==> src/rtl/dice_turn_manager.sv <==
// Turn sequencer for a colour-dice board game: accepts rolls, drives a move handshake, tracks positions.
// Optional WAIT_ROLL timeout is included when DICE_TURN_TIMEOUT_EN is defined.
module dice_turn_manager #(
    parameter int          NUM_PLAYERS  = 2,
    parameter int          TRACK_LEN    = 32,
    parameter logic [15:0] WHITE_HOLD   = 16'd1000,
    parameter logic [31:0] ROLL_TIMEOUT = 32'd100_000_000
) (
    input  logic        clk,
    input  logic        reset,
    input  logic        start,
    input  logic [1:0]  stable_color,
    input  logic        result_ready,
    input  logic        current_state_white,
    output logic        move_valid,
    input  logic        move_ready,
    output logic [1:0]  move_player,
    output logic [1:0]  move_steps,
    output logic [23:0] positions,
    output logic [1:0]  cur_player,
    output logic [2:0]  phase,
    output logic        game_over,
    output logic [1:0]  winner
);
    typedef enum logic [2:0] {
        S_IDLE       = 3'd0,
        S_WAIT_ROLL  = 3'd1,
        S_MOVE       = 3'd2,
        S_WAIT_CLEAR = 3'd3,
        S_ADVANCE    = 3'd4,
        S_GAME_OVER  = 3'd5
    } state_t;

    localparam logic [6:0] GOAL = 7'(TRACK_LEN - 1);

    state_t      r_state;
    state_t      w_state_next;
    logic [15:0] r_white_cnt;
    logic        r_after_move;
    logic [1:0]  r_cur_player;
    logic [1:0]  r_move_player;
    logic [1:0]  r_move_steps;
    logic [1:0]  r_winner;
    logic        r_game_over;
    logic        w_start_game;
    logic        w_accept;
    logic        w_move_fire;
    logic        w_white_done;
    logic        w_timeout;
    logic [5:0]  w_cur_pos;
    logic [6:0]  w_sum;
    logic [6:0]  w_new_pos;
    logic [23:0] w_positions;

    assign w_start_game = ((r_state == S_IDLE) || (r_state == S_GAME_OVER)) && start;
    assign w_accept     = (r_state == S_WAIT_ROLL) && result_ready && (stable_color != 2'b00);
    assign w_move_fire  = (r_state == S_MOVE) && move_ready;
    assign w_white_done = (r_state == S_WAIT_CLEAR) && current_state_white
                          && (r_white_cnt == WHITE_HOLD - 16'd1);

    // Colour code doubles as step count: RED=1, GREEN=2, BLUE=3.
    assign w_cur_pos = w_positions[6*r_move_player +: 6];
    assign w_sum     = {1'b0, w_cur_pos} + {5'd0, r_move_steps};
    assign w_new_pos = (w_sum > GOAL) ? GOAL : w_sum;

    generate
        for (genvar gi = 0; gi < 4; gi++) begin : g_pos
            if (gi < NUM_PLAYERS) begin : g_active
                logic [5:0] r_pos;
                always_ff @(posedge clk) begin
                    if (!reset || w_start_game) begin
                        r_pos <= '0;
                    end else if (w_move_fire && (r_move_player == 2'(gi))) begin
                        r_pos <= w_new_pos[5:0];
                    end
                end
                assign w_positions[6*gi +: 6] = r_pos;
            end else begin : g_absent
                assign w_positions[6*gi +: 6] = 6'd0;
            end
        end
    endgenerate

`ifdef DICE_TURN_TIMEOUT_EN
    logic [31:0] r_roll_cnt;
    // Held at zero outside WAIT_ROLL, so every entry starts a fresh count.
    always_ff @(posedge clk) begin
        if (!reset || (r_state != S_WAIT_ROLL)) begin
            r_roll_cnt <= '0;
        end else begin
            r_roll_cnt <= r_roll_cnt + 32'd1;
        end
    end
    assign w_timeout = (r_state == S_WAIT_ROLL) && (r_roll_cnt == ROLL_TIMEOUT - 32'd1);
`else
    logic w_unused_timeout;
    assign w_unused_timeout = ^ROLL_TIMEOUT;
    assign w_timeout        = 1'b0;
`endif

    always_ff @(posedge clk) begin
        if (!reset) begin
            r_state <= S_IDLE;
        end else begin
            r_state <= w_state_next;
        end
    end

    always_comb begin
        w_state_next = r_state;
        move_valid   = 1'b0;
        case (r_state)
            S_IDLE, S_GAME_OVER: begin
                if (start) w_state_next = S_WAIT_CLEAR;
            end
            S_WAIT_ROLL: begin
                if (w_accept)       w_state_next = S_MOVE;
                else if (w_timeout) w_state_next = S_ADVANCE;
            end
            S_MOVE: begin
                move_valid = 1'b1;
                if (move_ready) w_state_next = (w_new_pos == GOAL) ? S_GAME_OVER : S_WAIT_CLEAR;
            end
            S_WAIT_CLEAR: begin
                // The very first turn of a game keeps player 0 without an advance.
                if (w_white_done) w_state_next = r_after_move ? S_ADVANCE : S_WAIT_ROLL;
            end
            S_ADVANCE: w_state_next = S_WAIT_ROLL;
            default:   w_state_next = S_IDLE;
        endcase
    end

    always_ff @(posedge clk) begin
        if (!reset || (r_state != S_WAIT_CLEAR) || !current_state_white) begin
            r_white_cnt <= '0;
        end else begin
            r_white_cnt <= r_white_cnt + 16'd1;
        end
    end

    always_ff @(posedge clk) begin
        if (!reset) begin
            r_cur_player  <= '0;
            r_move_player <= '0;
            r_move_steps  <= '0;
            r_after_move  <= 1'b0;
            r_game_over   <= 1'b0;
            r_winner      <= '0;
        end else begin
            if (w_start_game) begin
                r_cur_player <= '0;
                r_after_move <= 1'b0;
                r_game_over  <= 1'b0;
                r_winner     <= '0;
            end
            if (w_accept) begin
                r_move_player <= r_cur_player;
                r_move_steps  <= stable_color;
            end
            if (w_move_fire) begin
                r_after_move <= 1'b1;
                if (w_new_pos == GOAL) begin
                    r_game_over <= 1'b1;
                    r_winner    <= r_move_player;
                end
            end
            if (r_state == S_ADVANCE) begin
                r_cur_player <= (r_cur_player == 2'(NUM_PLAYERS - 1)) ? 2'd0 : r_cur_player + 2'd1;
            end
        end
    end

    assign move_player = r_move_player;
    assign move_steps  = r_move_steps;
    assign positions   = w_positions;
    assign cur_player  = r_cur_player;
    assign phase       = r_state;
    assign game_over   = r_game_over;
    assign winner      = r_winner;
endmodule

==> config.mk <==
export PLATFORM = sky130hd
export DESIGN_NAME = dice_turn_manager
export DESIGN_NICKNAME = d
export VERILOG_FILES = /design/src/rtl/dice_turn_manager.sv
export SDC_FILE = /design/constraint.sdc
export NUM_CORES = 1
export LEC_CHECK = 0
export BUFFER_PORTS_ARGS = -buffer_cell sky130_fd_sc_hd__buf_4
export CORE_UTILIZATION = 50
export DETAILED_ROUTE_END_ITERATION = 12
export GPL_TIMING_DRIVEN = 0
export PLACE_DENSITY_LB_ADDON = 0.25
export SYNTH_ARGS = -nofsm -noshare
export SYNTH_HDL_FRONTEND = slang
export SYNTH_SLANG_ARGS = --single-unit
==> constraint.sdc <==
create_clock -name clk -period 5.5 [get_ports clk]
set_input_delay 0.55 -clock clk [delete_from_list [all_inputs] [get_ports clk]]
set_output_delay 0.55 -clock clk [all_outputs]
set_load 0.005 [all_outputs]
# Yosys cells after proc, flatten, opt, wreduce, memory -nomap -nowiden
# Index checks and enable logic that the tools add are counted.
word_totals:
  reg_bits: 41
  latchBits: 0
  ramBits: 0
  romBits: 0
  output_inout_bits: 37
  n_memories: 0
op_classes:
  add_sub_neg: 3
  mul: 1
  div: 0
  n_lt_le_gt_ge: 1
  eq_ne: 14
  shifts: 1
  mux: 20
  bitwise: 0
  n_reduce_logical: 21
ops:
  columns: ["cell", "n"]
  rows:
  - ["variable part select 24 x 6 -> 6 bit", 1]
  - ["two-way mux 3 bit", 6]
  - ["adder 16 x 1 -> 16 bit (second input constant)", 1]
  - ["equality test 16 x 10 -> 1 bit (second input constant)", 1]
  - ["case mux 3 bit (5 select lines)", 1]
  - ["two-way mux 2 bit", 6]
  - ["logical AND 1 bit", 8]
  - ["inequality test 2 bit (second input constant)", 4]
  - ["adder 6 x 2 -> 7 bit", 1]
  - ["equality test 7 x 5 -> 1 bit (second input constant)", 1]
  - ["> comparator 7 x 5 -> 1 bit (second input constant)", 1]
  - ["two-way mux 7 bit", 1]
  - ["equality test 3 x 2 -> 1 bit (second input constant)", 2]
  - ["equality test 3 bit (second input constant)", 2]
  - ["two-way mux 1 bit", 6]
  - ["nonzero test 2 bit", 3]
  - ["equality test 2 x 1 -> 1 bit (second input constant)", 2]
  - ["logical OR 1 bit", 4]
  - ["multiplier 2 x 2 -> 4 bit (first input constant)", 1]
  - ["AND reduction 4 bit", 1]
  - ["equality test 3 x 1 -> 1 bit (second input constant)", 1]
  - ["zero test 3 bit", 1]
  - ["inequality test 3 x 2 -> 1 bit (second input constant)", 1]
  - ["adder 2 x 1 -> 2 bit (second input constant)", 1]
  - ["3 further kinds", 4]

# Depth between registers and ports, before layout
# Gate-level depths: netlist (run 1).
depth:
  depth_word: 9
  mapped_depth: 10

# Least setup slack after synthesis (run 1)
# Ideal clock, no wire load.
synth_timing:
  kind: "register to register"
  startpoint: "register r_move_player[0], in the netlist move_player[0]"
  endpoint: "register r_winner[0], in the netlist winner[0]"
  setup_time_ns: 0.072
  t_arrival_ns: 2.342
  required_time_ns: 5.428
  path_slack_ns: 3.087
  path_stages_with_launch: 11
  path_buffers: 1
  synth_period_minus_slack_ns: 2.413
  path_cell_list: "dfxtp_1 buf_6 mux2i_1 nor2_1 ha_1 fa_1 nand3b_1 nor4b_1 a22oi_1 a21oi_2 mux2i_1"
synth_via:
  elab_chain_cells: 8
synth_rtl:
  columns: ["item", "line_no", "rtl"]
  rows:
  - ["start: declaration", "41", "logic [1:0] r_move_player;"]
  - ["start signal: assignment", "157", "r_move_player <= r_cur_player;"]
  - ["multiplier 2 x 2 -> 4 bit", "62", "assign w_cur_pos = w_positions[6*r_move_player +: 6];"]
  - ["variable part select 24 x 6 -> 6 bit", "62", null]
  - ["adder 6 x 2 -> 7 bit", "63", "assign w_sum = {1'b0, w_cur_pos} + {5'd0, r_move_steps};"]
  - ["> comparator 7 x 5 -> 1 bit", "64", "assign w_new_pos = (w_sum > GOAL) ? GOAL : w_sum;"]
  - ["two-way mux 7 bit", "64", null]
  - ["equality test 7 x 5 -> 1 bit", "162", "if (w_new_pos == GOAL) begin"]
  - ["two-way mux 2 bit *", "162", null]
  - ["two-way mux 2 bit *", "160", "if (w_move_fire) begin"]
  - ["end signal: assignment", "164", "r_winner <= r_move_player;"]
  - ["end: declaration", "43", "logic [1:0] r_winner;"]
# Mark *: on every way between the ends. The rest lies on a longest branch, timed or not.
# A chain may end at the register's enable or synchronous reset.

# Worst setup path in the final report (run 1)
# Same ends and word-level chain as after synthesis.

==> results of run 1 <==
==> kinds of logic (layout without fill, tap and decap cells) <==
kind of cell	Yosys count	in the layout	synth area share [%]
AND/OR/NAND/NOR	103	103	24.4
AO/OA/AOI/OAI	41	41	14.3
flip-flops	41	41	37.9
buffers and inverters	29	67	7.69
XOR/XNOR	18	18	7.29
multiplexers	11	11	5.49
adder cells (fa/ha/maj)	4	4	2.66
other	1	12	0.173
==> how the worst min path moves through the flow <==
stage	from	endpoint	slack [ns]	cells after the start
floorplan	r_white_cnt[0]	r_white_cnt[0]	0.42	1
global placement	r_white_cnt[0]	r_white_cnt[0]	0.43	1
detailed placement	r_white_cnt[0]	r_white_cnt[0]	0.46	1
CTS	r_white_cnt[0]	r_white_cnt[0]	0.47	1
global route	r_white_cnt[0]	r_white_cnt[0]	0.50	1
finish	r_white_cnt[0]	r_white_cnt[0]	0.47	1
==> power by group through the flow <==
stage	clock (mW)	combinational, mW	sequential [mW]
6_report	0.199	0.180	0.321
5_1_grt	0.214	0.201	0.323
4_1_cts	0.202	0.180	0.321
3_5_place_dp	0	0.175	0.328
3_3_place_gp	0	0.175	0.328
2_1_floorplan	0	0.128	0.327
==> metrics by stage <==
step | utilization [%] | std cells
3_5_place_dp | 61.2 | 340
5_1_grt | 63.3 | 347
6_report | 63.3 | 347
3_3_place_gp | 61.2 | 340
4_1_cts | 63.3 | 347
2_1_floorplan | - | 259
==> area by class of cell <==
cell class,count,area share (%)
Timing Repair Buffer,31,9.00
Sequential cell,41,31.7
Clock buffer,7,3.34
Inverter,6,0.871
Tap cell,50,2.42
Multi-Input combinational cell,189,47.1
Buffer,23,5.56
==> flip-flops by register name, indices dropped and copies added (netlist names) <==
| register | count |
|---|---|
| move_player | 2 |
| cur_player | 2 |
| move_steps | 2 |
| r_white_cnt | 16 |
| phase | 3 |
| r_after_move | 1 |
| winner | 2 |
| game_over | 1 |
| g_pos.g_active.r_pos | 12 |
==> critical path, cell delays in order (launching register included) <==
cell and delay (ns):
dfxtp_1 0.42, buf_6 0.19, mux2i_1 0.19, nor2_1 0.06, ha_1 0.22, fa_1 0.53, nand3b_1 0.11, nor4b_1 0.37
a22oi_1 0.20, a21oi_2 0.26, mux2i_1 0.21
==> layout by cell type, fill, tap and decap left out, drive strengths merged, types with 3 or more instances in the layout <==
master / Yosys / routed
xnor2: 7 / 7
clkbuf: 6 / 13
o21a: 4 / 4
nand4: 5 / 5
o21ai: 3 / 3
buf: 17 / 48
inv: 6 / 6
nor3b: 5 / 5
nor3: 3 / 3
nor2b: 5 / 5
xor2: 11 / 11
mux2i: 10 / 10
nand3b: 3 / 3
ha: 3 / 3
nand3: 8 / 8
nor2: 41 / 41
nand2: 19 / 19
dfxtp: 41 / 41
a211oi: 13 / 13
conb: 1 / 12
and3: 3 / 3
nor4: 3 / 3
a21boi: 6 / 6
a21oi: 9 / 9
==> routing by layer <==
layer,vias up,global-route usage [%],part of all wire [%]
li1,934,-,-
met1,834,25.9,46
met2,48,38.0,47
met3,11,4.73,5.1
met4,0,7.81,1.8
met5,-,0,0
==> out/qor.log, run 1 <==
qor: cts.clk_pin_slew 0.08 ns
qor: pwr.powerDensity 271 nW/um^2
qor: yosys.number_of_enable_type_register_cells_in_the_synthesized_netlist 0
qor: pwr.p_int 489 uW
qor: yosys.synth.lib_cells_used.distinct 47
qor: global_routing.groute.usage.overall 21.8%
qor: finish.num-nets-final 309
qor: drt.post-route-drc-count 0
qor: drt.route.antenna.remaining_nets 0
qor: pwr.pwr-share-comb 25.8%
qor: sta.timing.slew.headroom 66.5%
qor: drt.detailroute.via_count 1827
qor: global_routing.global_route.overflow_total 0
qor: yosys.synthDominantCellAreaShare 37.9%
qor: worst_setup_path.crit_path_max_fanout 10
qor: finish.n_antenna_cell 0
qor: place.place_ws 2.86 ns
qor: cts.cts_max_path_buffers 2
qor: pwr.switching_portion_of_total_power 30.1%
qor: place.gp_routability_congestion 0.873
qor: yosys.synth-main-ff-cell dfxtp_1
qor: finish.syn2layout_area_growth 19.5%
qor: finish.fill_cells 371
qor: sta.final.setup_skew 0.0140 ns
qor: yosys.synth.top_cells.by_area dfxtp_1 38%, nor2_1 7.1%, xor2_1 4.5%
qor: sta.whs 0.469 ns
qor: global_routing.global_route_wire_length_before_repair 7.56 mm
qor: cts.postCtsHoldBufs 0
qor: cts.clkSinkCount 41
qor: drt.detail_route.iter0.violations 89
qor: cts.post_cts.repair.setup_buffers 0
qor: finish.final_layout_size_suffix_gt1_share 22.2%
qor: worst_setup_path.critical_path.startpoint move_player[0]
qor: drt.postRouteWirelength 4.51 mm
qor: die.row_count 23
qor: cts.cts_htree_levels 2
qor: finish.layout.cell_area.non_filler 2590 um^2
qor: sta.setup_repair_after_global_routing_missed_its_margin false
qor: hold_path.timing.hold.worst.class reg2reg
qor: sta.max_slew.worst_pin.slew 0.489 ns
qor: cts.clk-insertion-delay-late 0.29 ns
qor: yosys.synth.largest_area_cell dfxtp_1
qor: worst_setup_path.reg2reg_slack 2.69 ns
qor: drt.vias_per_cell 5.27
qor: pwr.power.switching 211 uW
qor: place.placedInstanceArea 2500 um^2
qor: worst_setup_path.r2r_cells 10
qor: place.portBuffers 31
qor: die.design.portCount 45
qor: pwr.ir_worst_vdd 0.197 mV
qor: global_routing.first_global_vias 1731
qor: yosys.synth_top_cells_by_count 41 x dfxtp_1, 41 x nor2_1, 18 x nand2_1, 12 x buf_4
qor: place.detailedPlacementHpwl 3.25 mm
qor: yosys.flip_flop_and_latch_count_after_synthesis 41
qor: worst_setup_path.critPathArrivalTime 3.03 ns
qor: worst_setup_path.cp-end-kind register
qor: worst_setup_path.worstReg2RegEnd winner[0]
qor: sta.hold_violations 0
qor: drt.drtPass1Iterations 4
qor: yosys.synthesis.area 2160 um^2
qor: global_routing.grt_start_max_net_pins 12
qor: yosys.synthesis.area_per_instance 8.72 um^2
qor: cts.cts_resized 0
qor: sta.count_of_final_max_slew_check_failures 0
qor: cts.ctsRootBufferMaster clkbuf_8
qor: worst_setup_path.worst_r2r_startpoint move_player[0]
qor: pwr.power_frac_seq 45.8%
qor: sta.setup_tns 0 ns
qor: global_routing.initial_antenna_violation_count 0
qor: worst_setup_path.endpoint winner[0]
qor: cts.cts_inserted_buffers 5
qor: sta.setup-violations-final 0
qor: cts.tritoncts yes
qor: yosys.async_reset_ff_share 0%
qor: sta.post-route-period-util 51.0%
qor: worst_setup_path.critical_path_required 5.72 ns
qor: sta.final_critical_path_setup_slack 2.69 ns
qor: yosys.synth_cells 248
qor: die.die_area 4590 um^2
qor: pwr.leakage 1.02 nW
qor: yosys.yosysWarningCount 0
qor: finish.final-seq-area 821 um^2
qor: die.die-height 67.8 um
qor: sta.final.min_clock_period 2.81 ns
qor: job.max_cap_check_violation_count 0
qor: yosys.synth_sequential_area_ratio 37.9%
qor: pwr.power_frac_clock 28.4%
qor: drt.detail_route.wl_per_cell 13.0 um
qor: pwr.power.total 700 uW
qor: sta.fmaxAchievable 356 MHz
qor: die.initial_utilization 52.9%
qor: finish.multi_input_area 1220 um^2
qor: run_status.status completed
qor: worst_setup_path.worst_setup_path_start_kind register
qor: die.placeableCoreArea 4090 um^2
qor: die.die-width 67.8 um
qor: worst_setup_path.critPathKind reg2reg
No activity file was read; power rests on OpenSTA's default activity.
==> run 2, diff against run 1 <==
--- a/config.mk
+++ b/config.mk
@@ -6,7 +6,7 @@
 export NUM_CORES = 1
 export LEC_CHECK = 0
 export BUFFER_PORTS_ARGS = -buffer_cell sky130_fd_sc_hd__buf_4
-export CORE_UTILIZATION = 50
+export CORE_UTILIZATION = 49
 export DETAILED_ROUTE_END_ITERATION = 12
 export GPL_TIMING_DRIVEN = 0
 export PLACE_DENSITY_LB_ADDON = 0.25
==> constraint.sdc (replaced) <==
create_clock -name clk -period 2.28 [get_ports clk]
set_input_delay 0.228 -clock clk [delete_from_list [all_inputs] [get_ports clk]]
set_output_delay 0.228 -clock clk [all_outputs]
set_load 0.005 [all_outputs]
==> run 2 against run 1 <==
Compared with the run above: the flow now finishes with violations (negative setup slack); non-clock buffer count grew 9; count of clock-buffer cells in the layout shrank 2; fmax grew 15%; register-to-register slack lost 2.9 ns; global-route usage grew 0.30 points; clock power grew to 3.5 times the previous value; sequential power grew 140%; routed wire length grew 8.7%; final cell count grew 2.9%; utilization grew 3.3 points.
==> out/qor.log, run 2 (synthesis gave the netlist of run 1 again) <==
qor: run_status.status finished, violations left
qor: run_status.violated_checks negative setup slack
qor: pwr.powerDensity 703 nW/um^2
qor: global_routing.initial_antenna_violation_count 0
qor: pwr.power_frac_clock 36.0%
qor: finish.layout.cells.most_common_list 54 x buf_4, 41 x nor2_1, 39 x dfxtp_1
qor: drt.postRouteWirelength 4.90 mm
qor: drt.detail_route.wl_per_cell 13.7 um
qor: die.initial_utilization 52.6%
qor: global_routing.global_route.overflow_total 0
qor: cts.cts_inserted_buffers 5
qor: pwr.switching_portion_of_total_power 28.1%
qor: global_routing.grt_start_max_net_pins 14
qor: sta.max_slew.worst_pin.slew 0.564 ns
qor: cts.clkSinkCount 41
qor: cts.cts_htree_levels 2
qor: sta.setup-violations-final 15
qor: cts.clk-insertion-delay-late 0.30 ns
qor: pwr.power.switching 542 uW
qor: place.portBuffers 31
qor: finish.largest_register_ff_count 16
qor: worst_setup_path.max_stage_delay 0.59 ns
qor: finish.stdcell_count 357
qor: sta.final_critical_path_setup_slack -0.172 ns
qor: place.detailedPlacementHpwl 3.20 mm
qor: sta.timing.slew.headroom 61.3%
qor: finish.num-nets-final 318
qor: sta.post-route-period-util 108%
qor: pwr.leakage 1.10 nW
qor: sta.setup_repair_after_global_routing_missed_its_margin true
qor: finish.n_antenna_cell 0
qor: worst_setup_path.timing.critical_path.cells mux2i_1 -> nor2_1 -> ha_2 -> fa_2 -> nand3b_1 -> nor4b_2 -> a22oi_2 -> a21oi_2 -> buf_4 -> nor3b_2
qor: die.design.portCount 45
qor: pwr.ir_worst_vdd 0.479 mV
qor: global_routing.first_global_vias 1664
qor: drt.detailroute.via_count 1895
qor: die.die-height 68.4 um
qor: finish.layout.cell_area.non_filler 2740 um^2
qor: cts.ctsRootBufferMaster clkbuf_8
qor: global_routing.global_route_wire_length_before_repair 7.61 mm
qor: worst_setup_path.critical_path_required 2.47 ns
qor: drt.post-route-drc-count 0
qor: worst_setup_path.cp-end-kind register
qor: die.die-width 68.4 um
qor: finish.syn2layout_area_growth 26.7%
qor: sta.hold_violations 0
qor: worst_setup_path.worst_setup_path_start_kind register
qor: pwr.power_frac_seq 40.2%
qor: global_routing.groute.usage.overall 22.1%
qor: place.place_inst 340
qor: drt.drtPass1Iterations 4
qor: worst_setup_path.critical_path.slowest_cell fa_2
qor: cts.clk_pin_slew 0.08 ns
qor: job.max_cap_check_violation_count 0
qor: finish.registers.top_by_ff_count r_white_cnt
qor: worst_setup_path.critPathArrivalTime 2.64 ns
qor: sta.setup_tns -1.15 ns
qor: worst_setup_path.kind_of_cell_with_the_highest_combined_delay_on_the_critical_path adder cells
qor: cts.cts_max_path_buffers 2
qor: finish.commonest_non_fill_non_tap_cell_in_the_layout buf_4
qor: place.gp_routability_congestion 0.892
qor: die.row_count 23
qor: sta.final.min_clock_period 2.45 ns
qor: worst_setup_path.crit_path_max_fanout 4
qor: sta.final.setup_skew 0.00896 ns
qor: worst_setup_path.critPathKind reg2reg
qor: drt.route.antenna.remaining_nets 0
qor: pwr.pwr-share-comb 23.8%
qor: sta.fmaxAchievable 408 MHz
qor: cts.tritoncts yes
qor: drt.detail_route.iter0.violations 188
qor: worst_setup_path.reg2reg_slack -0.17 ns
qor: pwr.p_int 1.38 mW
qor: place.placedInstanceArea 2510 um^2
qor: finish.final_layout_size_suffix_gt1_share 28.7%
qor: hold_path.timing.hold.worst.class in2reg
qor: finish.post_route_core_utilization 66.6%
qor: sta.count_of_final_max_slew_check_failures 0
qor: worst_setup_path.critical_path_buf_inv_count 1
qor: die.placeableCoreArea 4120 um^2
qor: drt.vias_per_cell 5.31
qor: die.die_area 4680 um^2
[run 2: path summary, 6_finish.rpt]
check                 start  depth (start not counted)        endpoint
max reg2reg  move_player[0]                         10       winner[1]
min                   reset                          3        phase[1]
max          move_player[0]                         10       winner[1]
min reg2reg  r_white_cnt[0]                          1  r_white_cnt[0]
[run 2: cell type report]
class                   instances  area (um^2)
fillers                       346         1370
well taps                      50         62.6
flip-flops and latches         41          826
multi-input cells             189         1250
clock inverters                 3         65.1
plain buffers                  21          129
repair buffers                 42          315
inverters                       6         22.5
clock buffers                   5         68.8
[run 2: through the flow]
step	power [mW]	setup WS, ns	hold slack, ns
floorplan	1.10	0.0231	0.391
global placement	1.22	-0.234	0.428
detailed placement	1.22	-0.228	0.440
CTS	1.92	-0.173	0.242
global route	2.01	-0.259	0.241
finish	1.93	-0.172	0.234
[run 2: what timing repair did]
action / 4_1_cts / 5_1_grt
setup buffers: 6 / 5
endpoints found under the setup margin: 15 / 15
pin swaps: 4 / 8
gates resized for setup: 4 / 6
hold buffers: 0 / 0
[run 2: worst register-to-register path: stages (launching register included)]
cell and delay (ns):
dfxtp_4 0.38, mux2i_1 0.20, nor2_1 0.07, ha_2 0.20
fa_2 0.59, nand3b_1 0.14, nor4b_2 0.27, a22oi_2 0.11
a21oi_2 0.21, buf_4 0.15, nor3b_2 0.03
[run 2: routing by layer]
metal  wire length (um)  track usage [%]  up-vias
li1                   -                -      953
met1               2200             27.3      876
met2               2350             36.5       57
met3                277             5.50        9
met4                 69             8.33        0
met5                  0                0        -
[run 2: power groups by stage]
stage / sequential (mW) / clock, mW / combinational [mW]
2_1_floorplan: 0.788 / 0 / 0.310
3_3_place_gp: 0.791 / 0 / 0.425
3_5_place_dp: 0.792 / 0 / 0.428
4_1_cts: 0.774 / 0.705 / 0.443
5_1_grt: 0.780 / 0.727 / 0.506
6_report: 0.774 / 0.694 / 0.459
